[src/rtl/conv_pkg.sv]
`default_nettype none
// ============================================================================
// Module      : conv_pkg
// Description : Shared constants, pixel type and window indexing helper for
//               the convolution window generator and multiplier.
// Revision    : 1.0 - initial release
// ============================================================================
package conv_pkg;

    localparam int c_BITS        = 9;
    localparam int c_KERNEL_SIZE = 3;

    typedef logic signed [c_BITS-1:0] pixel_t;

    // Bit offset of window element (r,c); r=0 is the top row, c=0 the left column.
    function automatic int win_offset(input int r, input int c,
                                      input int ksize, input int bits);
        return (r * ksize + c) * bits;
    endfunction

endpackage : conv_pkg
`default_nettype wire

[src/rtl/conv_window_gen_if.sv]
`default_nettype none
// ============================================================================
// Module      : conv_window_gen_if
// Description : Pixel stream in / packed window out bundle for
//               conv_window_gen. Carries sof only with CONV_FRAME_SYNC_EN.
// Revision    : 1.0 - initial release
// ============================================================================
interface conv_window_gen_if
    import conv_pkg::*;
#(
    parameter int BITS        = c_BITS,
    parameter int KERNEL_SIZE = c_KERNEL_SIZE
);

    logic [BITS-1:0]                          pixel_in;
    logic                                     pixel_valid;
`ifdef CONV_FRAME_SYNC_EN
    logic                                     sof;
`endif
    logic [KERNEL_SIZE*KERNEL_SIZE*BITS-1:0]  shift_in;
    logic                                     out_en;
    logic                                     frame_done;

`ifdef CONV_FRAME_SYNC_EN
    modport master (
        output pixel_in, pixel_valid, sof,
        input  shift_in, out_en, frame_done
    );

    modport slave (
        input  pixel_in, pixel_valid, sof,
        output shift_in, out_en, frame_done
    );
`else
    modport master (
        output pixel_in, pixel_valid,
        input  shift_in, out_en, frame_done
    );

    modport slave (
        input  pixel_in, pixel_valid,
        output shift_in, out_en, frame_done
    );
`endif

endinterface : conv_window_gen_if
`default_nettype wire

[src/rtl/conv_line_buffer.sv]
`default_nettype none
// ============================================================================
// Module      : conv_line_buffer
// Description : One image row of storage, column indexed, with the read port
//               showing the old contents of the addressed column.
// Revision    : 1.0 - initial release
// ============================================================================
module conv_line_buffer #(
    parameter int BITS   = 9,
    parameter int DEPTH  = 32,
    parameter int ADDR_W = $clog2(DEPTH)
) (
    input  wire logic              clk,
    input  wire logic              i_we,
    input  wire logic [ADDR_W-1:0] i_addr,
    input  wire logic [BITS-1:0]   i_wdata,
    output logic      [BITS-1:0]   o_rdata
);

    // Contents are deliberately not reset; the row qualifier masks stale data.
    logic [BITS-1:0] r_mem [DEPTH];

    always_ff @(posedge clk) begin
        if (i_we) begin
            r_mem[i_addr] <= i_wdata;
        end
    end

    assign o_rdata = r_mem[i_addr];

endmodule : conv_line_buffer
`default_nettype wire

[src/rtl/conv_window_gen.sv]
`default_nettype none
// ============================================================================
// Module      : conv_window_gen
// Description : Streaming KxK window generator (K=3) over a raster pixel
//               stream; emits each fully populated window one cycle after its
//               bottom-right pixel. Optional CONV_FRAME_SYNC_EN adds sof.
// Revision    : 1.0 - initial release
// ============================================================================
module conv_window_gen
    import conv_pkg::*;
#(
    parameter int BITS        = c_BITS,
    parameter int KERNEL_SIZE = c_KERNEL_SIZE,
    parameter int IMG_WIDTH   = 32,
    parameter int IMG_HEIGHT  = 32
) (
    input wire logic         clk,
    input wire logic         rst,
    conv_window_gen_if.slave bus
);

    localparam int c_COL_W = $clog2(IMG_WIDTH);
    localparam int c_ROW_W = $clog2(IMG_HEIGHT);
    localparam int c_WIN_W = KERNEL_SIZE * KERNEL_SIZE * BITS;
    localparam int c_NLB   = KERNEL_SIZE - 1;

    if (KERNEL_SIZE != 3) begin : g_bad_kernel
        $error("conv_window_gen: only KERNEL_SIZE = 3 is supported");
    end
    if (IMG_WIDTH < KERNEL_SIZE || IMG_HEIGHT < KERNEL_SIZE) begin : g_bad_image
        $error("conv_window_gen: image must be at least KERNEL_SIZE on each side");
    end

    logic [c_COL_W-1:0] r_col;
    logic [c_ROW_W-1:0] r_row;
    logic [c_WIN_W-1:0] r_win;
    logic               r_out_en;
    logic               r_frame_done;

    logic               w_accept;
    logic               w_sof;
    logic [c_COL_W-1:0] w_col;
    logic [c_ROW_W-1:0] w_row;
    logic               w_last_col;
    logic               w_last_row;
    logic [BITS-1:0]    w_lb_rd  [c_NLB];
    logic [BITS-1:0]    w_new_col[KERNEL_SIZE];

    assign w_accept = bus.pixel_valid & ~rst;

`ifdef CONV_FRAME_SYNC_EN
    assign w_sof = bus.pixel_valid & bus.sof;
`else
    assign w_sof = 1'b0;
`endif

    // sof forces the accepted pixel to (0,0) regardless of the running counters.
    assign w_col      = w_sof ? '0 : r_col;
    assign w_row      = w_sof ? '0 : r_row;
    assign w_last_col = (w_col == c_COL_W'(IMG_WIDTH - 1));
    assign w_last_row = (w_row == c_ROW_W'(IMG_HEIGHT - 1));

    // Buffer 0 holds row r-1 and takes the new pixel; each older buffer takes
    // the column its younger neighbour is about to overwrite.
    for (genvar i = 0; i < c_NLB; i++) begin : g_lb
        logic [BITS-1:0] w_wdata;

        if (i == 0) begin : g_first
            assign w_wdata = bus.pixel_in;
        end else begin : g_chain
            assign w_wdata = w_lb_rd[i-1];
        end

        conv_line_buffer #(
            .BITS   (BITS),
            .DEPTH  (IMG_WIDTH),
            .ADDR_W (c_COL_W)
        ) u_lb (
            .clk     (clk),
            .i_we    (w_accept),
            .i_addr  (w_col),
            .i_wdata (w_wdata),
            .o_rdata (w_lb_rd[i])
        );
    end

    // Rightmost window column, top (oldest row) to bottom (current pixel).
    always_comb begin
        for (int r = 0; r < KERNEL_SIZE; r++) begin
            w_new_col[r] = '0;
        end
        for (int r = 0; r < KERNEL_SIZE - 1; r++) begin
            w_new_col[r] = w_lb_rd[KERNEL_SIZE-2-r];
        end
        w_new_col[KERNEL_SIZE-1] = bus.pixel_in;
    end

    always_ff @(posedge clk) begin
        if (rst) begin
            r_col        <= '0;
            r_row        <= '0;
            r_win        <= '0;
            r_out_en     <= 1'b0;
            r_frame_done <= 1'b0;
        end else if (w_accept) begin
            for (int r = 0; r < KERNEL_SIZE; r++) begin
                for (int c = 0; c < KERNEL_SIZE - 1; c++) begin
                    r_win[win_offset(r, c, KERNEL_SIZE, BITS) +: BITS] <=
                        r_win[win_offset(r, c + 1, KERNEL_SIZE, BITS) +: BITS];
                end
                r_win[win_offset(r, KERNEL_SIZE - 1, KERNEL_SIZE, BITS) +: BITS] <=
                    w_new_col[r];
            end

            if (w_last_col) begin
                r_col <= '0;
                r_row <= w_last_row ? '0 : w_row + 1'b1;
            end else begin
                r_col <= w_col + 1'b1;
                r_row <= w_row;
            end

            // Columns below K-1 would mix the end of the previous row into the window.
            r_out_en     <= (w_row >= c_ROW_W'(KERNEL_SIZE - 1)) &&
                            (w_col >= c_COL_W'(KERNEL_SIZE - 1));
            r_frame_done <= w_last_row && w_last_col;
        end else begin
            r_out_en     <= 1'b0;
            r_frame_done <= 1'b0;
        end
    end

    assign bus.shift_in   = r_win;
    assign bus.out_en     = r_out_en;
    assign bus.frame_done = r_frame_done;

endmodule : conv_window_gen
`default_nettype wire

[src/flat_wrapper.sv]
// flat-port wrapper written by rule: the top's interface ports become plain ports
module conv_window_gen_flat import conv_pkg::*;
#(
    parameter int BITS        = c_BITS,
    parameter int KERNEL_SIZE = c_KERNEL_SIZE,
    parameter int IMG_WIDTH   = 32,
    parameter int IMG_HEIGHT  = 32
)
  (clk, rst, bus_pixel_in, bus_pixel_valid, bus_shift_in, bus_out_en, bus_frame_done);
  conv_window_gen_if #(.BITS(BITS), .KERNEL_SIZE(KERNEL_SIZE)) bus_i ();
  input wire logic clk;
  input wire logic rst;
  input wire logic [$bits(bus_i.pixel_in)-1:0] bus_pixel_in;
  input wire logic [$bits(bus_i.pixel_valid)-1:0] bus_pixel_valid;
  output wire logic [$bits(bus_i.shift_in)-1:0] bus_shift_in;
  output wire logic [$bits(bus_i.out_en)-1:0] bus_out_en;
  output wire logic [$bits(bus_i.frame_done)-1:0] bus_frame_done;
  assign bus_i.pixel_in = bus_pixel_in;
  assign bus_i.pixel_valid = bus_pixel_valid;
  assign bus_shift_in = bus_i.shift_in;
  assign bus_out_en = bus_i.out_en;
  assign bus_frame_done = bus_i.frame_done;
  conv_window_gen #(.BITS(BITS), .KERNEL_SIZE(KERNEL_SIZE), .IMG_WIDTH(IMG_WIDTH), .IMG_HEIGHT(IMG_HEIGHT)) u_core (.clk(clk), .rst(rst), .bus(bus_i));
endmodule
[config.mk]
export PLATFORM = sky130hd
export DESIGN_NAME = conv_window_gen_flat
export DESIGN_NICKNAME = d
export VERILOG_FILES = /design/src/rtl/conv_pkg.sv /design/src/rtl/conv_window_gen_if.sv /design/src/rtl/conv_line_buffer.sv /design/src/rtl/conv_window_gen.sv /design/src/flat_wrapper.sv
export SDC_FILE = /design/constraint.sdc
export NUM_CORES = 1
export LEC_CHECK = 0
export BUFFER_PORTS_ARGS = -buffer_cell sky130_fd_sc_hd__buf_2
export CAP_MARGIN = 20
export CORE_MARGIN = 1.5
export CORE_UTILIZATION = 45
export CTS_BUF_LIST = sky130_fd_sc_hd__clkbuf_16
export CTS_CLUSTER_DIAMETER = 50
export DETAILED_ROUTE_END_ITERATION = 10
export MAX_ROUTING_LAYER = met4
export SLEW_MARGIN = 20
export SYNTH_ARGS = -nofsm -noshare
export SYNTH_HDL_FRONTEND = slang
export SYNTH_SLANG_ARGS = --single-unit
export TNS_END_PERCENT = 20
[constraint.sdc]
create_clock -name clk -period 2.7 [get_ports clk]
set_input_delay 0.54 -clock clk [delete_from_list [all_inputs] [get_ports clk]]
set_output_delay 0.54 -clock clk [all_outputs]
set_load 0.01 [all_outputs]
==> impl_metrics.sql, run 1 <==
INSERT INTO impl_metrics (metric_group, metric, value, unit) VALUES
('outcome', 'outcome', 'complete, no violations', ''),
('timing', 'fin_setup_tns', '0', 'ns'),
('floorplanning', 'die_outline_area', '58900', 'um^2'),
('timing', 'tightest_slew', '0.908', 'ns'),
('yosys', 'library_cells_used_by_synthesis', '43', ''),
('route', 'residual_drc_count', '0', ''),
('clocking', 'cts_hold_buffers', '0', ''),
('layout', 'drive_gt1_share', '24.2', '%'),
('global_route', 'grt_antenna_before_repair', '0', ''),
('layout', 'fin_cells', '2443', ''),
('timing', 'slew_headroom', '39.3', '%'),
('place', 'place_ws', '0.203', 'ns'),
('timing', 'finalClockSkew', '0.0223', 'ns'),
('yosys', 'synth_enable_flop_cells', '576', ''),
('floorplanning', 'die_width', '243', 'um'),
('setup_path', 'worstPathCellList', 'buf_12 > mux2i_1 > a22oi_1 > a21oi_1 > nor4_4 > buf_4', ''),
('yosys', 'synth_seq_cells', '674', ''),
('global_route', 'grt_pass1_wl', '88.6', 'mm'),
('floorplanning', 'row_count', '87', ''),
('layout', 'number_of_nets_at_the_end_of_the_flow', '1654', ''),
('floorplanning', 'floorplan.io_pins', '95', ''),
('route', 'total_via_count_after_detailed_routing', '13600', ''),
('timing', 'final-setup-viol-count', '0', ''),
('timing', 'min_period_over_period', '87.8', '%'),
('clocking', 'clockRootBuffer', 'sky130_fd_sc_hd__clkbuf_16', ''),
('route', 'detail_route.iter0.violations', '1179', ''),
('setup_path', 'cp-end-kind', 'flop', ''),
('yosys', 'async_flop_share', '0', '%'),
('floorplanning', 'core_area', '56600', 'um^2'),
('place', 'hpwlAfterDp', '36.7', 'mm'),
('min_path', 'worst_hold_path_type', 'input pin to flop', ''),
('clocking', 'cts_buffer_depth', '3', ''),
('global_route', 'grt_overflow_total', '0', ''),
('clocking', 'postCtsSetupBuffers', '0', ''),
('timing', 'final_period_minus_worst_setup_slack', '2.37', 'ns'),
('timing', 'report.final.hold_viol_count', '0', ''),
('pwr', 'power.static_leakage', '10.2', 'nW'),
('setup_path', 'cpMaxStageDelayCell', 'sky130_fd_sc_hd__dfxtp_4', ''),
('yosys', 'yosys_warnings', '0', ''),
('yosys', 'synth.net_count', '1464', ''),
('yosys', 'synth.cell_area', '25800', 'um^2'),
('route', 'avgViaCountPerCell', '5.58', ''),
('timing', 'max_freq', '422', 'MHz'),
('route', 'antenna_violating_nets_post_route', '0', ''),
('setup_path', 'setup.reg_to_reg.worst_slack', '0.33', 'ns'),
('setup_path', 'setup.worst_path.start_class', 'flop', ''),
('route', 'routed_wire_length_per_instance', '24.1', 'um'),
('yosys', 'ys_dominant_reg_cell', 'sky130_fd_sc_hd__edfxtp_1', ''),
('place', 'finalWeightedCongestion', '0.811', ''),
('setup_path', 'crit_path_max_fanout', '41', ''),
('floorplanning', 'die_h', '243', 'um'),
('setup_path', 'critical_path_buf_inv_count', '2', ''),
('yosys', 'synth.avg_cell_area', '17.9', 'um^2'),
('clocking', 'post_cts.resized_instances', '0', ''),
('yosys', 'synth_seq_area_share', '74.5', '%'),
('route', 'detail_route.first_pass.iterations', '5', ''),
('pwr', 'vdd_ir_drop_max', '0.385', 'mV'),
('yosys', 'syn-instance-count', '1443', ''),
('layout', 'syn2layout_area_growth', '16.4', '%'),
('setup_path', 'worst-setup-path-type', 'flop to flop', ''),
('timing', 'maxSlewViolCount', '0', ''),
('setup_path', 'critical_path.max_stage_delay', '0.45', 'ns'),
('setup_path', 'cp_data_arrival_time', '2.71', 'ns'),
('timing', 'grt_setup_unrepaired', 'no', ''),
('clocking', 'tritoncts_clock_tree', 'yes', ''),
('place', 'io_buffer_count', '94', ''),
('timing', 'finalWorstSetupSlack', '0.328', 'ns'),
('pwr', 'power_per_cell_area', '724', 'nW/um^2'),
('clocking', 'clkLatencyLatePin', '0.59', 'ns'),
('floorplanning', 'initial_utilization', '45.6', '%'),
('clocking', 'ctsHtreeMaxLevel', '3', ''),
('global_route', 'largest_net_degree_at_the_start_of_global_routing', '84', ''),
('clocking', 'tritoncts_num_sinks', '674', ''),
('setup_path', 'path_delay_family', 'buffers and inverters', ''),
('layout', 'num-fill-cells', '4502', ''),
('global_route', 'first_global_vias', '13600', ''),
('global_route', 'grt_use_total', '20.8', '%'),
('job', 'maxCapViolations', '0', ''),
('clocking', 'clk_pin_slew_worst_paths', '0.06', 'ns'),
('place', 'placedCellCount', '2316', ''),
('pwr', 'fin_total_pwr', '0.0218', 'W'),
('min_path', 'hold_path_startpoint', 'bus_pixel_valid', ''),
('setup_path', 'critPathRequiredTime', '3.04', 'ns'),
('route', 'post_route_wl', '59.0', 'mm'),
('clocking', 'cts-buffers-inserted', '71', '');
==> worst paths after layout <==
path	end	cells past startpoint
worst min-delay path	u_core.r_row[4]	4
worst max-delay path	u_core.g_lb[1].u_lb.r_mem[27][6]	6
worst min register to register	u_core.bus.shift_in[34]	2
worst max register to register	u_core.g_lb[1].u_lb.r_mem[27][6]	6
==> layout by cell type, fill, tap and decap left out, drive strengths merged, types with 2 or more instances in the layout <==
cell type / synthesis / routed
a211oi: 2 / 2
a21o: 9 / 9
a21oi: 48 / 48
a22o: 9 / 9
a22oi: 105 / 105
a32oi: 2 / 2
and2: 2 / 2
and3: 5 / 5
buf: 60 / 199
bufinv: 0 / 3
clkbuf: 22 / 73
clkinv: 0 / 21
dfxtp: 98 / 98
edfxtp: 576 / 576
ha: 9 / 9
inv: 3 / 31
mux2: 3 / 3
mux2i: 229 / 229
mux4: 60 / 60
nand2: 12 / 12
nand2b: 6 / 6
nand3: 12 / 12
nand4: 10 / 10
nor2: 111 / 111
nor2b: 7 / 7
nor3: 5 / 5
nor3b: 11 / 11
nor4: 9 / 9
o21ai: 4 / 4
o22ai: 2 / 2
or2: 2 / 2
or3: 3 / 3
==> Yosys cell counts, types with 6 or more instances <==
cell | count | area share, %
sky130_fd_sc_hd__edfxtp_1 | 576 | 67
sky130_fd_sc_hd__mux2i_1 | 229 | 8.9
sky130_fd_sc_hd__nor2_1 | 111 | 1.6
sky130_fd_sc_hd__a22oi_1 | 99 | 2.9
sky130_fd_sc_hd__dfxtp_1 | 98 | 7.6
sky130_fd_sc_hd__mux4_2 | 60 | 5.2
sky130_fd_sc_hd__a21oi_1 | 48 | 0.93
sky130_fd_sc_hd__clkbuf_1 | 22 | 0.32
sky130_fd_sc_hd__buf_2 | 21 | 0.41
sky130_fd_sc_hd__buf_1 | 17 | 0.25
sky130_fd_sc_hd__nand2_1 | 12 | 0.17
sky130_fd_sc_hd__nand3_1 | 12 | 0.23
sky130_fd_sc_hd__nand4_1 | 10 | 0.24
sky130_fd_sc_hd__nor3b_1 | 10 | 0.29
sky130_fd_sc_hd__a21o_1 | 9 | 0.26
sky130_fd_sc_hd__a22o_1 | 9 | 0.31
sky130_fd_sc_hd__buf_4 | 9 | 0.26
sky130_fd_sc_hd__ha_1 | 9 | 0.44
sky130_fd_sc_hd__nor4_2 | 9 | 0.44
sky130_fd_sc_hd__buf_6 | 7 | 0.31
sky130_fd_sc_hd__nor2b_1 | 7 | 0.17
sky130_fd_sc_hd__a22oi_2 | 6 | 0.29
sky130_fd_sc_hd__buf_8 | 6 | 0.35
sky130_fd_sc_hd__nand2b_1 | 6 | 0.15
==> where the power goes <==
group	switching [W]	leakage (nW)	internal, W
registers	0.0000832	5.97	0.0115
logic	0.000762	3.04	0.000485
clock network	0.00380	1.14	0.00517
total	0.00464	10.2	0.0171
==> logic make-up (layout without fill, tap and decap cells) <==
kind of cell             count (synthesis)  after routing  synth area share (%)
AO/OA/AOI/OAI                          183            183                  4.97
adder cells (fa/ha/maj)                  9              9                 0.436
buffers and inverters                   85            328                  1.93
flip-flops                             674            674                  74.5
multiplexers                           292            292                  14.2
other                                    0              1                     0
AND/OR/NAND/NOR                        200            200                  3.90
==> stage by stage <==
| stage | util (%) | hold WS [ns] | instance area [um^2] |
|---|---|---|---|
| global placement | 49.3 | 0.467 | 27900 |
| floorplan | - | 0.470 | 25800 |
| detailed placement | 49.3 | 0.477 | 27900 |
| global route | 53.1 | 0.490 | 30100 |
| finish | 53.1 | 0.463 | 30100 |
| CTS | 53.1 | 0.431 | 30100 |
==> layer usage <==
metal | global-route usage, % | vias to the layer above | part of all wire (%)
li1 | - | 6115 | -
met2 | 32.0 | 436 | 47
met5 | - | - | 0
met3 | 3.22 | 64 | 5.8
met1 | 29.1 | 7017 | 46
met4 | 5.30 | 0 | 1.5
==> worst min-delay path, stage by stage <==
cell and delay [ns]:
sky130_fd_sc_hd__buf_4 0.09, sky130_fd_sc_hd__nand2_1 0.18, sky130_fd_sc_hd__nand2_1 0.12, sky130_fd_sc_hd__a21oi_1 0.06
==> layout make-up <==
class | instances | area [um^2] | share of cell area, %
multi-input cells | 684 | 6250 | 20.8
repair buffers | 199 | 1450 | 4.82
clock inverters | 53 | 313 | 1.04
inverters | 3 | 11.3 | 0.0375
clock buffers | 73 | 1830 | 6.08
diodes | 1 | 2.50 | 0.00832
well taps | 756 | 946 | 3.15
flip-flops and latches | 674 | 19300 | 64.1
==> state kept, by name, indices dropped and copies added (netlist names), named ones only <==
| signal | count |
|---|---|
| u_core.g_lb.u_lb.r_mem | 576 |
| u_core.r_col | 5 |
| u_core.bus.frame_done | 1 |
| u_core.bus.shift_in | 81 |
| u_core.bus.out_en | 1 |
| u_core.r_row | 5 |
No activity file was read; power rests on OpenSTA's default activity.
==> run 2: changes to the inputs <==
--- a/config.mk
+++ b/config.mk
@@ -8,8 +8,8 @@
 export BUFFER_PORTS_ARGS = -buffer_cell sky130_fd_sc_hd__buf_2
 export CAP_MARGIN = 20
 export CORE_MARGIN = 1.5
-export CORE_UTILIZATION = 45
-export CTS_BUF_LIST = sky130_fd_sc_hd__clkbuf_16
+export CORE_UTILIZATION = 35
+export CTS_BUF_LIST = sky130_fd_sc_hd__clkbuf_4 sky130_fd_sc_hd__clkbuf_8 sky130_fd_sc_hd__clkbuf_16
 export CTS_CLUSTER_DIAMETER = 50
 export DETAILED_ROUTE_END_ITERATION = 10
 export MAX_ROUTING_LAYER = met4
==> run 2 against run 1 <==
  * Clock power rose by 13%
  * Routed wire length rose by 2.2%
  * Clock skew rose by 0.0015 ns
  * First-iteration DRC count shrank 5.9%
  * Largest cell class unchanged
==> impl_metrics.sql, run 2 (synthesized netlist as in run 1, its figures left out) <==
INSERT INTO impl_metrics (metric_group, metric, value, unit) VALUES
('outcome', 'outcome', 'complete, no violations', ''),
('clocking', 'cts_hold_buffers', '0', ''),
('pwr', 'vdd_ir_drop_max', '0.433', 'mV'),
('place', 'hpwlAfterDp', '37.8', 'mm'),
('pwr', 'power.static_leakage', '10.2', 'nW'),
('job', 'maxCapViolations', '0', ''),
('place', 'finalWeightedCongestion', '0.810', ''),
('floorplanning', 'die_width', '275', 'um'),
('timing', 'grt_setup_unrepaired', 'no', ''),
('layout', 'drive_gt1_share', '26.0', '%'),
('timing', 'fin_setup_tns', '0', 'ns'),
('layout', 'layout.cells.most_common', 'sky130_fd_sc_hd__edfxtp_1', ''),
('route', 'post_route_wl', '60.3', 'mm'),
('global_route', 'grt_pass1_wl', '89.4', 'mm'),
('setup_path', 'worstPathCellList', 'buf_12 > buf_4 > mux2i_1 > a22oi_1 > a21oi_1 > nor4_4 > buf_4', ''),
('timing', 'final_period_minus_worst_setup_slack', '2.49', 'ns'),
('setup_path', 'timing.rr.end', 'u_core.g_lb[1].u_lb.r_mem[30][7]', ''),
('layout', 'num-fill-cells', '6396', ''),
('setup_path', 'cpMaxStageDelayCell', 'sky130_fd_sc_hd__dfxtp_4', ''),
('clocking', 'cts_buffer_depth', '3', ''),
('setup_path', 'timing.critical_path.mode_cell', 'sky130_fd_sc_hd__buf_4', ''),
('global_route', 'largest_net_degree_at_the_start_of_global_routing', '83', ''),
('floorplanning', 'die_outline_area', '75500', 'um^2'),
('setup_path', 'critPathRequiredTime', '3.07', 'ns'),
('timing', 'hold_slack', '0.494', 'ns'),
('setup_path', 'critical_path.max_stage_delay', '0.52', 'ns'),
('clocking', 'tritoncts_num_sinks', '674', ''),
('clocking', 'clockRootBuffer', 'sky130_fd_sc_hd__clkbuf_16', ''),
('timing', 'maxSlewViolCount', '0', ''),
('route', 'detail_route.first_pass.iterations', '5', ''),
('floorplanning', 'initial_utilization', '35.4', '%'),
('clocking', 'clkLatencyLatePin', '0.62', 'ns'),
('timing', 'min_period_over_period', '92.3', '%'),
('setup_path', 'crit_path_max_fanout', '33', ''),
('layout', 'antennaDiodeCount', '0', ''),
('layout', 'number_of_nets_at_the_end_of_the_flow', '1655', ''),
('layout', 'register_with_the_highest_flop_count', 'u_core.g_lb.u_lb.r_mem', ''),
('setup_path', 'setup.reg_to_reg.worst_slack', '0.21', 'ns'),
('route', 'total_via_count_after_detailed_routing', '13700', ''),
('setup_path', 'worst-setup-path-type', 'flop to flop', ''),
('floorplanning', 'core_area', '73000', 'um^2'),
('layout', 'final_util', '42.0', '%'),
('timing', 'slew_headroom', '35.6', '%'),
('floorplanning', 'die_h', '275', 'um'),
('floorplanning', 'row_count', '99', ''),
('timing', 'max_freq', '401', 'MHz'),
('global_route', 'grt_overflow_total', '0', ''),
('place', 'io_buffer_count', '94', ''),
('setup_path', 'setup.worst_path.start_class', 'flop', ''),
('route', 'avgViaCountPerCell', '5.16', ''),
('route', 'routed_wire_length_per_instance', '22.7', 'um'),
('pwr', 'power_per_cell_area', '747', 'nW/um^2'),
('layout', 'syn2layout_area_growth', '18.5', '%'),
('timing', 'tightest_slew', '0.965', 'ns'),
('route', 'residual_drc_count', '0', ''),
('route', 'detail_route.iter0.violations', '1109', ''),
('setup_path', 'cp_data_arrival_time', '2.86', 'ns'),
('clocking', 'clk_pin_slew_worst_paths', '0.06', 'ns'),
('global_route', 'grt_antenna_before_repair', '0', ''),
('setup_path', 'cp-end-kind', 'flop', ''),
('setup_path', 'number_of_cells_traversed_by_the_worst_register_to_register_path', '7', ''),
('timing', 'report.final.hold_viol_count', '0', ''),
('clocking', 'cts-buffers-inserted', '74', ''),
('global_route', 'first_global_vias', '13800', ''),
('clocking', 'tritoncts_clock_tree', 'yes', ''),
('timing', 'final-setup-viol-count', '0', ''),
('min_path', 'worst_hold_path_type', 'flop to flop', ''),
('clocking', 'postCtsSetupBuffers', '0', ''),
('clocking', 'ctsHtreeMaxLevel', '3', ''),
('layout', 'top_library_cells_by_usage_in_the_layout_fill_and_taps_aside', 'sky130_fd_sc_hd__edfxtp_1 (576), sky130_fd_sc_hd__mux2i_1 (229), sky130_fd_sc_hd__a22oi_1 (99)', ''),
('route', 'antenna_violating_nets_post_route', '0', ''),
('setup_path', 'worstSetupEndpoint', 'u_core.g_lb[1].u_lb.r_mem[30][7]', ''),
('layout', 'largest_register_ffs', '576', ''),
('timing', 'finalClockSkew', '0.0238', 'ns'),
('floorplanning', 'floorplan.io_pins', '95', ''),
('clocking', 'post_cts.resized_instances', '0', ''),
('global_route', 'grt_use_total', '16.5', '%');
run 2: worst max-delay path, delay by kind of cell (launching register included):
| kind | cells | cell delay [ns] |
|---|---|---|
| compound gates | 2 | 0.43 |
| mux | 1 | 0.09 |
| buf+inv | 3 | 0.86 |
| flops | 1 | 0.52 |
| simple gates | 1 | 0.30 |
run 2: how the worst min path moves through the flow:
stage / from / to / cells past startpoint
after CTS: bus_pixel_valid / u_core.r_row[4] / 4
after global routing: u_core.bus.shift_in[27] / u_core.bus.shift_in[27] / 2
after floorplan: u_core.r_row[4] / u_core.r_row[4] / 2
after detailed placement: u_core.bus.shift_in[27] / u_core.bus.shift_in[27] / 2
after global placement: u_core.bus.shift_in[8] / u_core.bus.shift_in[8] / 2
final: u_core.bus.shift_in[27] / u_core.bus.shift_in[27] / 2
run 2: layout make-up:
| class | instances | area (um^2) | share of cell area (%) |
|---|---|---|---|
| flip-flops and latches | 674 | 19300 | 62.9 |
| multi-input cells | 684 | 6250 | 20.4 |
| clock buffers | 101 | 2130 | 6.96 |
| repair buffers | 197 | 1410 | 4.60 |
| well taps | 959 | 1200 | 3.92 |
| clock inverters | 36 | 358 | 1.17 |
| inverters | 3 | 11.3 | 0.0368 |
run 2: power breakdown:
group / switching [W] / internal (W) / leakage [nW]
sequential: 0.0000833 / 0.0115 / 5.97
clock: 0.00407 / 0.00600 / 1.24
combinational: 0.000784 / 0.000475 / 3.03
total: 0.00494 / 0.0179 / 10.2
run 2: routing by layer:
metal / vias up / routed length (um) / GRT usage, %
met5: - / 0 / -
met4: 0 / 955 / 4.54
met3: 79 / 3120 / 2.23
met2: 406 / 28500 / 25.6
met1: 7094 / 27800 / 22.6
li1: 6128 / - / -
run 2: through the flow:
stage               total power, W  std cells  setup WS, ns  instance area, um^2
floorplan                   0.0125       1443        0.0716                25800
global placement            0.0130       2517         0.245                28100
detailed placement          0.0130       2517         0.225                28100
CTS                         0.0231       2654         0.195                30600
global route                0.0236       2654        0.0671                30600
finish                      0.0229       2654         0.207                30600
==> run 3: changes to the inputs <==
--- a/config.mk
+++ b/config.mk
@@ -8,11 +8,12 @@
 export BUFFER_PORTS_ARGS = -buffer_cell sky130_fd_sc_hd__buf_2
 export CAP_MARGIN = 20
 export CORE_MARGIN = 1.5
-export CORE_UTILIZATION = 35
+export CORE_UTILIZATION = 52
 export CTS_BUF_LIST = sky130_fd_sc_hd__clkbuf_4 sky130_fd_sc_hd__clkbuf_8 sky130_fd_sc_hd__clkbuf_16
 export CTS_CLUSTER_DIAMETER = 50
 export DETAILED_ROUTE_END_ITERATION = 10
 export MAX_ROUTING_LAYER = met4
+export PLACE_DENSITY = 0.71
 export SLEW_MARGIN = 20
 export SYNTH_ARGS = -nofsm -noshare
 export SYNTH_HDL_FRONTEND = slang
==> run 3 against run 2 <==
  * Critical path depth shrank 2
  * First-iteration DRC count grew 24%
  * Fmax grew 0.68%
  * Worst setup slack gained 0.017 ns
  * Global-route usage grew 7.1 points
==> impl_metrics.sql, run 3 (synthesized netlist as in run 1, its figures left out) <==
INSERT INTO impl_metrics (metric_group, metric, value, unit) VALUES
('route', 'routed_wire_length_per_instance', '24.5', 'um'),
('global_route', 'grt_use_total', '23.6', '%'),
('place', 'hpwlAfterDp', '35.8', 'mm'),
('pwr', 'power.static_leakage', '10.1', 'nW'),
('floorplanning', 'die_outline_area', '51000', 'um^2'),
('global_route', 'grt_pass1_wl', '85.9', 'mm'),
('clocking', 'clkLatencyLatePin', '0.60', 'ns'),
('setup_path', 'setup.worst_path.start_class', 'flop', ''),
('route', 'total_via_count_after_detailed_routing', '13900', ''),
('floorplanning', 'floorplan.io_pins', '95', ''),
('layout', 'largest_register_ffs', '576', ''),
('setup_path', 'cpMaxStageDelayCell', 'sky130_fd_sc_hd__mux4_2', ''),
('min_path', 'min_delay_path_depth', '4', ''),
('job', 'maxCapViolations', '0', ''),
('timing', 'finalClockSkew', '0.0287', 'ns'),
('floorplanning', 'die_width', '226', 'um'),
('pwr', 'vdd_ir_drop_max', '0.454', 'mV'),
('clocking', 'ctsHtreeMaxLevel', '3', ''),
('layout', 'number_of_nets_at_the_end_of_the_flow', '1645', ''),
('setup_path', 'crit_path_max_fanout', '31', ''),
('setup_path', 'number_of_cells_traversed_by_the_worst_register_to_register_path', '5', ''),
('floorplanning', 'core_area', '49000', 'um^2'),
('setup_path', 'cp_data_arrival_time', '2.95', 'ns'),
('place', 'finalWeightedCongestion', '0.872', ''),
('setup_path', 'critical_path_buf_inv_count', '1', ''),
('timing', 'final_period_minus_worst_setup_slack', '2.48', 'ns'),
('timing', 'min_period_over_period', '91.7', '%'),
('place', 'dpl-instance-area', '27700', 'um^2'),
('timing', 'slew_headroom', '44.2', '%'),
('setup_path', 'cp-end-kind', 'flop', ''),
('floorplanning', 'die_h', '226', 'um'),
('timing', 'fin_setup_tns', '0', 'ns'),
('floorplanning', 'row_count', '81', ''),
('place', 'placedCellCount', '2215', ''),
('route', 'post_route_wl', '57.5', 'mm'),
('clocking', 'cts-buffers-inserted', '71', ''),
('clocking', 'postCtsSetupBuffers', '0', ''),
('clocking', 'cts_hold_buffers', '0', ''),
('route', 'residual_drc_count', '0', ''),
('outcome', 'outcome', 'complete, no violations', ''),
('clocking', 'tritoncts_num_sinks', '674', ''),
('layout', 'layout.cells.most_common', 'sky130_fd_sc_hd__edfxtp_1', ''),
('min_path', 'end_point_of_the_most_critical_hold_path', 'u_core.bus.out_en', ''),
('global_route', 'grt_antenna_before_repair', '0', ''),
('route', 'detail_route.first_pass.iterations', '5', ''),
('global_route', 'first_global_vias', '13300', ''),
('setup_path', 'critPathRequiredTime', '3.18', 'ns'),
('layout', 'finish.instance_area', '30000', 'um^2'),
('global_route', 'grt_overflow_total', '0', ''),
('layout', 'final_util', '61.3', '%'),
('route', 'detail_route.iter0.violations', '1378', ''),
('clocking', 'cts_buffer_depth', '3', ''),
('setup_path', 'timing.rr.end', 'u_core.bus.shift_in[26]', ''),
('min_path', 'hold_path_startpoint', 'rst', ''),
('setup_path', 'setup.reg_to_reg.worst_slack', '0.22', 'ns'),
('clocking', 'clk_pin_slew_worst_paths', '0.06', 'ns'),
('setup_path', 'timing.rr.start', 'u_core.r_col[0]', ''),
('timing', 'final-setup-viol-count', '0', ''),
('timing', 'report.final.hold_viol_count', '0', ''),
('timing', 'max_freq', '404', 'MHz'),
('floorplanning', 'initial_utilization', '52.8', '%'),
('setup_path', 'critical_path.max_stage_delay', '0.57', 'ns'),
('min_path', 'worst_hold_path_type', 'input pin to flop', ''),
('timing', 'tightest_slew', '0.835', 'ns'),
('layout', 'register_with_the_highest_flop_count', 'u_core.g_lb.u_lb.r_mem', ''),
('layout', 'top_library_cells_by_usage_in_the_layout_fill_and_taps_aside', 'sky130_fd_sc_hd__edfxtp_1 (576), sky130_fd_sc_hd__mux2i_1 (229), sky130_fd_sc_hd__a22oi_1 (99)', ''),
('clocking', 'clockRootBuffer', 'sky130_fd_sc_hd__clkbuf_16', ''),
('timing', 'maxSlewViolCount', '0', ''),
('layout', 'syn2layout_area_growth', '16.2', '%'),
('clocking', 'post_cts.resized_instances', '0', ''),
('pwr', 'power_per_cell_area', '747', 'nW/um^2'),
('global_route', 'largest_net_degree_at_the_start_of_global_routing', '83', ''),
('route', 'antenna_violating_nets_post_route', '0', ''),
('layout', 'fin_cells', '2344', ''),
('setup_path', 'path_delay_family', 'compound AO/OA/AOI/OAI gates', ''),
('route', 'avgViaCountPerCell', '5.92', ''),
('layout', 'antennaDiodeCount', '0', ''),
('clocking', 'tritoncts_clock_tree', 'yes', ''),
('layout', 'drive_gt1_share', '24.3', '%'),
('timing', 'grt_setup_unrepaired', 'no', ''),
('place', 'io_buffer_count', '94', ''),
('setup_path', 'worstPathCellList', 'buf_12 > mux4_2 > a22oi_1 > nand4_1 > a22o_1', ''),
('setup_path', 'worst-setup-path-type', 'flop to flop', '');
==> run 3: worst reg2reg max path: stages, from the launching register on <==
cell                      delay [ns]
sky130_fd_sc_hd__dfxtp_4        0.49
sky130_fd_sc_hd__buf_12         0.29
sky130_fd_sc_hd__mux4_2         0.62
sky130_fd_sc_hd__a22oi_1        0.47
sky130_fd_sc_hd__nand4_1        0.27
sky130_fd_sc_hd__a22o_1         0.24
==> run 3: worst max path at each step <==
stage	startpoint	endpoint	slack, ns	depth (start not counted)
after floorplan	flop	u_core.g_lb[1].u_lb.r_mem[0][2]	0.07	7
after global placement	u_core.r_col[0]	u_core.bus.shift_in[26]	0.27	5
after detailed placement	u_core.r_col[0]	u_core.bus.shift_in[26]	0.27	5
after CTS	u_core.r_col[0]	u_core.bus.shift_in[26]	0.25	5
after global routing	u_core.r_col[0]	u_core.bus.shift_in[26]	0.15	5
final	u_core.r_col[0]	u_core.bus.shift_in[26]	0.22	5
==> run 3: stage by stage <==
step | power [W] | hold WS [ns] | setup slack, ns
2_1_floorplan | 0.0125 | 0.470 | 0.0716
3_3_place_gp | 0.0130 | 0.469 | 0.275
3_5_place_dp | 0.0130 | 0.475 | 0.270
4_1_cts | 0.0226 | 0.356 | 0.250
5_1_grt | 0.0231 | 0.400 | 0.149
6_report | 0.0224 | 0.378 | 0.224
==> run 3: cell type report <==
type | count | area [um^2]
sequential | 674 | 19300
fill | 3481 | 18900
multi-input combinational | 684 | 6200
clock buffer | 94 | 2080
timing repair buffer | 190 | 1360
tap | 664 | 831
clock inverter | 35 | 275
inverter | 3 | 11.3
==> run 3: power by group <==
part           leakage (nW)  switching (W)  internal [W]
combinational          2.99       0.000784      0.000469
sequential             5.97      0.0000736        0.0115
clock                  1.18        0.00390       0.00574
==> run 3: routing by layer <==
layer / vias to the layer above / share of wire [%] / GRT usage (%)
li1: 6110 / - / -
met1: 7089 / 43 / 32.8
met2: 601 / 48 / 36.7
met3: 71 / 7.9 / 3.71
met4: 0 / 1.6 / 6.24
met5: - / 0 / -
